`config.mk`:
```
export PLATFORM = sky130hd
export DESIGN_NAME = gpu_raster_ctrl
export DESIGN_NICKNAME = d
export VERILOG_FILES = /design/src/rtl/gpu_raster_ctrl.sv
export SDC_FILE = /design/constraint.sdc
export NUM_CORES = 1
export LEC_CHECK = 0
export CORE_MARGIN = 4
export CORE_UTILIZATION = 45
export CTS_BUF_LIST = sky130_fd_sc_hd__clkbuf_4
export DETAILED_ROUTE_END_ITERATION = 10
export PLACE_DENSITY = 0.74
export SKIP_CTS_REPAIR_TIMING = 1
export SLEW_MARGIN = 10
export SYNTH_ARGS = -nofsm -noshare
export SYNTH_HDL_FRONTEND = slang
export SYNTH_SLANG_ARGS = --single-unit
```
`constraint.sdc`:
```
create_clock -name clk_12_5875 -period 3.7 [get_ports clk_12_5875]
set_input_delay 0.925 -clock clk_12_5875 [delete_from_list [all_inputs] [get_ports clk_12_5875]]
set_output_delay 0.925 -clock clk_12_5875 [all_outputs]
set_load 0.05 [all_outputs]
```
`src/rtl/gpu_raster_ctrl.sv`:
```
// Raster timing generator with layer priority mixer, border fill and a small
// register block (status/ctrl/line compare/border) driving a level interrupt.
// BORDER holds up to 8 bits, so COLOR_BITS is expected to be at most 2.
module gpu_raster_ctrl #(
    parameter int H_VISIBLE   = 320,
    parameter int H_FP        = 8,
    parameter int H_SYNC      = 48,
    parameter int H_BP        = 24,
    parameter int V_VISIBLE   = 480,
    parameter int V_FP        = 10,
    parameter int V_SYNC      = 2,
    parameter int V_BP        = 33,
    parameter int X_OFFSET    = 32,
    parameter int DRAW_W      = 256,
    parameter int DRAW_H      = 240,
    parameter int LINE_REPEAT = 2,
    parameter int NUM_LAYERS  = 2,
    parameter int COLOR_BITS  = 2
) (
    input  logic                               clk_12_5875,
    input  logic                               rst,
    input  logic [NUM_LAYERS*3*COLOR_BITS-1:0] layer_rgb,
    input  logic [NUM_LAYERS-1:0]              layer_valid,
    output logic [COLOR_BITS-1:0]              r,
    output logic [COLOR_BITS-1:0]              g,
    output logic [COLOR_BITS-1:0]              b,
    output logic                               hsync,
    output logic                               vsync,
    output logic [8:0]                         current_x,
    output logic [8:0]                         current_y,
    output logic                               vram_writable,
    output logic                               controller_start_fetch,
    input  logic                               reg_sel,
    input  logic                               reg_we,
    input  logic [1:0]                         reg_addr,
    input  logic [7:0]                         reg_wdata,
    output logic [7:0]                         reg_rdata,
    output logic                               irq
);
    localparam int H_TOTAL  = H_VISIBLE + H_FP + H_SYNC + H_BP;
    localparam int V_TOTAL  = V_VISIBLE + V_FP + V_SYNC + V_BP;
    localparam int HW       = $clog2(H_TOTAL + 1);
    localparam int VW       = $clog2(V_TOTAL + 1);
    localparam int CW       = 3 * COLOR_BITS;
    localparam int HS_START = H_VISIBLE + H_FP;
    localparam int HS_END   = HS_START + H_SYNC;
    localparam int VS_START = V_VISIBLE + V_FP;
    localparam int VS_END   = VS_START + V_SYNC;

    logic [HW-1:0]         hcnt_q, hcnt_d;
    logic [VW-1:0]         vcnt_q, vcnt_d;
    logic                  vblank_pend_q, vblank_pend_d;
    logic                  line_pend_q, line_pend_d;
    logic                  vblank_ie_q, vblank_ie_d;
    logic                  line_ie_q, line_ie_d;
    logic [NUM_LAYERS-1:0] layer_en_q, layer_en_d;
    logic [7:0]            line_cmp_q, line_cmp_d;
    logic [CW-1:0]         border_q, border_d;
    logic [CW-1:0]         rgb_q, rgb_d;
    logic                  hsync_q, hsync_d;
    logic                  vsync_q, vsync_d;
    logic                  irq_q, irq_d;

    logic                  visible, drawing, wr, vblank_evt, line_evt;
    logic [CW-1:0]         layer_col;

    assign current_x              = 9'(hcnt_q) - 9'(X_OFFSET);
    assign current_y              = 9'(vcnt_q / VW'(LINE_REPEAT));
    assign vram_writable          = vcnt_q >= VW'(V_VISIBLE);
    assign controller_start_fetch = (16'(hcnt_q) < 16'd32) && (vcnt_q == '0);
    assign visible                = (hcnt_q < HW'(H_VISIBLE)) && (vcnt_q < VW'(V_VISIBLE));
    assign drawing                = visible && (current_x < 9'(DRAW_W)) && (current_y < 9'(DRAW_H));
    assign wr                     = reg_sel && reg_we;
    assign vblank_evt             = (hcnt_q == '0) && (vcnt_q == VW'(V_VISIBLE));
    // Out-of-range compare values can never match a visible line, so gate them off.
    assign line_evt               = (hcnt_q == '0)
                                 && (16'(line_cmp_q) < 16'(V_VISIBLE / LINE_REPEAT))
                                 && (16'(vcnt_q) == 16'(line_cmp_q) * 16'(LINE_REPEAT));

    assign {r, g, b} = rgb_q;
    assign hsync     = hsync_q;
    assign vsync     = vsync_q;
    assign irq       = irq_q;

    // Beam counters: horizontal wraps every line and steps the vertical counter.
    always_comb begin
        hcnt_d = hcnt_q + 1'b1;
        vcnt_d = vcnt_q;
        if (hcnt_q == HW'(H_TOTAL - 1)) begin
            hcnt_d = '0;
            vcnt_d = (vcnt_q == VW'(V_TOTAL - 1)) ? '0 : vcnt_q + 1'b1;
        end
    end

    // Pixel colour: lowest enabled valid layer wins, top layer is the backdrop.
    always_comb begin
        layer_col = layer_rgb[(NUM_LAYERS-1)*CW +: CW];
        for (int i = NUM_LAYERS - 1; i >= 0; i--) begin
            if (layer_valid[i] && layer_en_q[i]) layer_col = layer_rgb[i*CW +: CW];
        end
        rgb_d   = !visible ? '0 : (!drawing ? border_q : layer_col);
        hsync_d = !((hcnt_q >= HW'(HS_START)) && (hcnt_q < HW'(HS_END)));
        vsync_d = !((vcnt_q >= VW'(VS_START)) && (vcnt_q < VW'(VS_END)));
    end

    // Register writes and pend bits; a set event beats a same-cycle W1C.
    always_comb begin
        vblank_ie_d = vblank_ie_q;
        line_ie_d   = line_ie_q;
        layer_en_d  = layer_en_q;
        line_cmp_d  = line_cmp_q;
        border_d    = border_q;
        if (wr) begin
            case (reg_addr)
                2'd1: begin
                    vblank_ie_d = reg_wdata[0];
                    line_ie_d   = reg_wdata[1];
                    layer_en_d  = reg_wdata[4 +: NUM_LAYERS];
                end
                2'd2:    line_cmp_d = reg_wdata;
                2'd3:    border_d   = reg_wdata[CW-1:0];
                default: ;
            endcase
        end
        vblank_pend_d = (vblank_pend_q && !(wr && reg_addr == 2'd0 && reg_wdata[1])) || vblank_evt;
        line_pend_d   = (line_pend_q && !(wr && reg_addr == 2'd0 && reg_wdata[2])) || line_evt;
        irq_d         = (vblank_pend_q && vblank_ie_q) || (line_pend_q && line_ie_q);
    end

    // Combinational read mux; unimplemented bits read 0.
    always_comb begin
        reg_rdata = 8'h00;
        if (reg_sel) begin
            case (reg_addr)
                2'd0: reg_rdata = {5'b0, line_pend_q, vblank_pend_q, vram_writable};
                2'd1: begin
                    reg_rdata[0]               = vblank_ie_q;
                    reg_rdata[1]               = line_ie_q;
                    reg_rdata[4 +: NUM_LAYERS] = layer_en_q;
                end
                2'd2:    reg_rdata = line_cmp_q;
                default: reg_rdata[CW-1:0] = border_q;
            endcase
        end
    end

    // State registers with synchronous reset.
    always_ff @(posedge clk_12_5875) begin
        if (rst) begin
            hcnt_q        <= '0;
            vcnt_q        <= '0;
            vblank_pend_q <= 1'b0;
            line_pend_q   <= 1'b0;
            vblank_ie_q   <= 1'b0;
            line_ie_q     <= 1'b0;
            layer_en_q    <= '1;
            line_cmp_q    <= '0;
            border_q      <= '0;
            rgb_q         <= '0;
            hsync_q       <= 1'b1;
            vsync_q       <= 1'b1;
            irq_q         <= 1'b0;
        end else begin
            hcnt_q        <= hcnt_d;
            vcnt_q        <= vcnt_d;
            vblank_pend_q <= vblank_pend_d;
            line_pend_q   <= line_pend_d;
            vblank_ie_q   <= vblank_ie_d;
            line_ie_q     <= line_ie_d;
            layer_en_q    <= layer_en_d;
            line_cmp_q    <= line_cmp_d;
            border_q      <= border_d;
            rgb_q         <= rgb_d;
            hsync_q       <= hsync_d;
            vsync_q       <= vsync_d;
            irq_q         <= irq_d;
        end
    end
endmodule

```
# Word-level counts from Yosys, hierarchy flattened
# Cells that the tools add are included.
word_totals:
  ff_bits: 48
  inputBits: 28
  output_inout_bits: 37
  wordCells: 76
classes:
  add_sub_neg: 3
  order_cmp: 11
  eq_ne: 7
  mux: 8
  n_bitwise: 1
  n_reduce_logical: 33
op_table:
  columns: ["cell", "n"]
  rows:
  - ["< comparator 9 bit (second input constant)", 3]
  - [">= comparator 10 x 9 -> 1 bit (second input constant)", 2]
  - ["< comparator 10 x 9 -> 1 bit (second input constant)", 2]
  - ["logical AND 1 bit", 18]
  - ["case mux 2 bit (3 select lines)", 3]
  - ["two-way mux 6 bit", 2]
  - ["adder 10 x 1 -> 10 bit (second input constant)", 1]
  - ["== test 10 bit (second input constant)", 1]
  - ["== test 10 x 9 -> 1 bit", 1]
  - ["== test 10 x 9 -> 1 bit (second input constant)", 1]
  - ["logical NOT 10 bit", 1]
  - ["two-way mux 10 bit", 1]
  - ["adder 9 x 1 -> 9 bit (second input constant)", 1]
  - ["== test 9 bit (second input constant)", 1]
  - [">= comparator 9 bit (second input constant)", 1]
  - ["logical NOT 9 bit", 1]
  - ["< comparator 9 x 6 -> 1 bit (second input constant)", 1]
  - ["< comparator 9 x 8 -> 1 bit (second input constant)", 1]
  - ["subtractor 9 x 6 -> 9 bit (second input constant)", 1]
  - ["< comparator 8 bit (second input constant)", 1]
  - ["two-way mux 8 bit", 1]
  - ["AND reduction 2 bit", 3]
  - ["== test 2 bit (second input constant)", 2]
  - ["logical NOT 1 bit", 4]
  - ["6 further kinds", 9]

# Depth between registers and ports, before layout
logic_depth:
  depth_word: 6
  mapped_depth: 7
  ltp_nobuf: 6

# Worst setup path after synthesis
# Ideal clock, no wire load.
synth_timing:
  path_kind: "register to output"
  start: "register hcnt_q[5]"
  end: "output controller_start_fetch"
  arrival_ps: 2364
  required_time_ps: 2775
  setup_slack_ps: 411
  stages_incl_launch_ff: 7
  path_buffers: 1
  path_cell_list: "dfxtp_1 buf_6 inv_1 ha_1 nor4b_1 nand2_1 nor3_1"
synth_via:
  elab_chain_cells: 2
synth_rtl:
  columns: ["item", "line", "text"]
  rows:
  - ["start: declaration", "50", "logic [HW-1:0] hcnt_q, hcnt_d;"]
  - ["start signal: assignment", "164", "hcnt_q <= hcnt_d;"]
  - ["< comparator 9 x 6 -> 1 bit", "70", "assign controller_start_fetch = (16'(hcnt_q) < 16'd32) && (vcnt_q == '0);"]
  - ["logical AND 1 bit", "70", null]
  - ["end: declaration", "32", "output logic controller_start_fetch,"]
# No other way between the ends.

# Final worst setup path
# Ends and elaborated chain as after synthesis.

==> summary by stage <==
Status
The run finished with clean final reports.

Timing
Setup repair after global routing left no endpoint under its margin. The final critical path takes up slightly above 90% of the cycle. The remaining max-slew budget at the tightest pin is ~65%. The worst-case hold slack is approximately 470 ps. The final number of max-transition violations was 0. For the final routed database, the setup TNS stands at 0 ps. The total setup violations reported at the end of the flow is 0. The highest attainable clock frequency is ~290 MHz. The final critical-path required period is about 3400 ps.

The worst clock skew on the final layout is about 9.3 ps. The count of final hold-check violations is 0. For the pin with the worst max-slew slack, the measured transition is between 500 and 600 ps.

Layout
The filler cells instantiated in the layout total 522. Summing all multi-input logic gate instances after layout gives about 1400 sq um. Cells with a size suffix above 1 make up between 8 and 9% of the layout.

The repair_antennas step left the layout with diodes totalling 0. The area of all sequential standard cells is 961 sq um. Once layout is complete, the cells apart from fillers number between 400 and 500.

The final layout contains ~380 nets. The area growth from synthesis to layout is 25.9%. The most common cell after layout, fill and taps aside is sky130_fd_sc_hd__clkdlybuf4s50_1.

In the layout the commonest cells are sky130_fd_sc_hd__clkdlybuf4s50_1 (55), sky130_fd_sc_hd__dfxtp_1 (48), sky130_fd_sc_hd__nor2_1 (37).

Drt
The first detailed-routing pass took 4 iterations. The routed via count is ~2200. The number of DRC markers in iteration 0 is 154. The final routed DRC violation total is 0. The count of nets left with antenna violations once routing finished came out at 0. The final layout contains routed wiring with a total length of between 5 and 6 mm. After detailed routing, the average wire length per cell comes to ~14 um. The via density per instance is roughly 5.4.

Hold path
The startpoint identified for the worst hold timing path is line_cmp_q[6]. Counting instances, the worst hold path has a depth of 2. The end of the worst hold path is line_cmp_q[6]. The min-delay analysis places its worst path in the category flop to flop.

Clock tree
The insertion delay of the later-clocked pin in the worst-skew pair is roughly 370 ps. TritonCTS built the clock tree. The number of buffers on the longest clock path is 2. The clock drives 48 sinks. The tree is rooted in a sky130_fd_sc_hd__clkbuf_4. Counting the buffers created by CTS gives 5.

The clock transition at the registers of the reported paths is 140 ps. The number of H-tree levels is 2.

Flow run
The tool flagged a number of max-cap violations equal to 0.

Pwr
The power density over the cells is around 280 nW/um^2. The worst ir drop on vdd is 131 uV. The cell leakage power is between 1 and 1.5 nW.

The post-layout total power is roughly 0.9 mW.

Floorplanning
The chip width is about 83 um. The number of primary I/O pins is 65. The die footprint is around 6900 sq um. From bottom edge to top edge, the die measures roughly 83 um. The starting density of the core is a little under half. The total area inside the core boundary comes to around 5500 sq um. The floorplan has 27 rows.

Logic synthesis
Synthesis instantiated 45 different standard cells from the library. Of the synthesized area, sequential elements account for 37.7%. The proportion of synthesized flip-flops having asynchronous set or reset is 0%.

Counting flops with a built-in enable in the synthesized netlist gives 0. In this run, synthesis produced a sequential element count of 48. Synthesis produced a netlist with a net count of about 340. The synthesized netlist cell count is ~300. The cell area that synthesis handed to floorplanning was 2550 sq um. The mean post-synth cell area is approximately 8.5 sq um. For this run, the leading register cell type out of synthesis is sky130_fd_sc_hd__dfxtp_1. The number of warnings issued by yosys is 0.

Global route
The initial antenna violation count is 0. The global-route congestion overflow total is 0. The via count of the first global-routing pass is slightly above 2000. The global-route usage over all layers is between 15 and 20%. The wire length of the first global-routing pass is around 10 mm. The pin count of the biggest net entering global routing is 22.

Setup path
The setup path with the least slack is of type flop to primary output. The register-to-register setup slack is about 1400 ps. STA classifies the critical path endpoint as a primary output. The number of cells on the worst reg-to-reg path is 4.

At the worst endpoint, the arrival time is between 2000 and 3000 ps. Walking the worst path, the cells encountered are inv_1 -> ha_1 -> nor4b_1 -> nand2_1 -> nor3_1 -> clkdlybuf4s50_1. The biggest fanout along the worst timing path is 8. The highest cell delay on the worst timing path is ~850 ps. The worst setup path is launched from a flop. The required arrival time at the worst endpoint is roughly 2800 ps. The cell with the biggest individual delay on the critical path is sky130_fd_sc_hd__clkdlybuf4s50_1. The capturing point of the worst reg2reg path is vcnt_q[9]. The worst flop-to-flop path startpoint is hcnt_q[7].

Placement
Input and output buffers added on the ports amount to 63. The post-DP HPWL is roughly 4.5 mm. Routability-driven placement finished with a final weighted congestion of 0.873.

After detailed placement, the design holds a cell count of 408.
Yosys cell counts, types with 6 or more instances:
cell type,count,area [sq um]
sky130_fd_sc_hd__a211oi_1,6,45.0
sky130_fd_sc_hd__clkbuf_1,13,48.8
sky130_fd_sc_hd__nand3_1,7,35.0
sky130_fd_sc_hd__dfxtp_1,48,961
sky130_fd_sc_hd__nand4_1,9,56.3
sky130_fd_sc_hd__a21oi_1,15,75.1
sky130_fd_sc_hd__mux2i_1,15,150
sky130_fd_sc_hd__nand2_1,28,105
sky130_fd_sc_hd__xor2_1,11,96.3
sky130_fd_sc_hd__nor3_1,9,45.0
sky130_fd_sc_hd__buf_4,14,105
sky130_fd_sc_hd__nor2_1,37,139
sky130_fd_sc_hd__ha_1,7,87.6
sky130_fd_sc_hd__xnor2_1,10,87.6
sky130_fd_sc_hd__inv_1,13,48.8
where the power goes:
part	internal, mW	switching (mW)
logic	0.0610	0.0617
registers	0.527	0.0101
clock network	0.0695	0.164
worst max-delay path: cells and delay by family (launching register included):
kind	cells	cell delay, ps
flip-flops	1	410
adder cells (fa/ha/maj)	1	210
buffers and inverters	2	980
AND/OR/NAND/NOR	3	550
state kept, by name (all words and copies together) (netlist names):
register       flops
irq                1
rgb_q              6
vblank_ie_q        1
line_pend_q        1
hsync              1
vcnt_q            10
line_cmp_q         8
vblank_pend_q      1
line_ie_q          1
border_q           6
hcnt_q             9
layer_en_q         2
vsync              1
final cells by class:
class / count / area share (%)
tap: 72 / 2.81
inverter: 13 / 1.52
clock buffer: 5 / 1.17
clock inverter: 2 / 0.390
multi-input combinational: 208 / 42.3
sequential: 48 / 29.9
timing repair buffer: 67 / 21.9
metal layers:
metal	GRT usage, %	vias up	wire length (um)
met5	0	-	0
met4	5.05	0	74
met3	4.66	6	385
met2	27.1	74	2700
met1	22.6	1041	2680
li1	-	1108	-
kinds of logic (layout without fill, tap and decap cells):
logic type,after synthesis,count (layout),share of synthesized area (%)
fa+ha+maj,7,7,3.44
buf+inv,45,87,9.08
mux,20,20,8.98
compound gates,36,36,9.08
flops,48,48,37.7
simple gates,124,124,24.5
xor+xnor,21,21,7.22
metrics by stage:
stage	cell area, sq um	utilization [%]	setup slack [ps]
after floorplan	2550	-	411
after global placement	3160	57.4	303
after detailed placement	3160	57.4	267
after CTS	3210	58.3	253
after global routing	3210	58.3	38.7
final	3210	58.3	273
how the worst max path moves through the flow:
stage / startpoint / end / slack, ps / cells past startpoint
after floorplan: hcnt_q[5] / controller_start_fetch / 410 / 6
after global placement: reg_addr[0] / reg_rdata[1] / 300 / 4
after detailed placement: reg_addr[0] / reg_rdata[0] / 270 / 4
after CTS: hcnt_q[5] / controller_start_fetch / 250 / 6
after global routing: hcnt_q[5] / controller_start_fetch / 40 / 6
final: hcnt_q[5] / controller_start_fetch / 270 / 6
(Power assumes the default switching activity.)
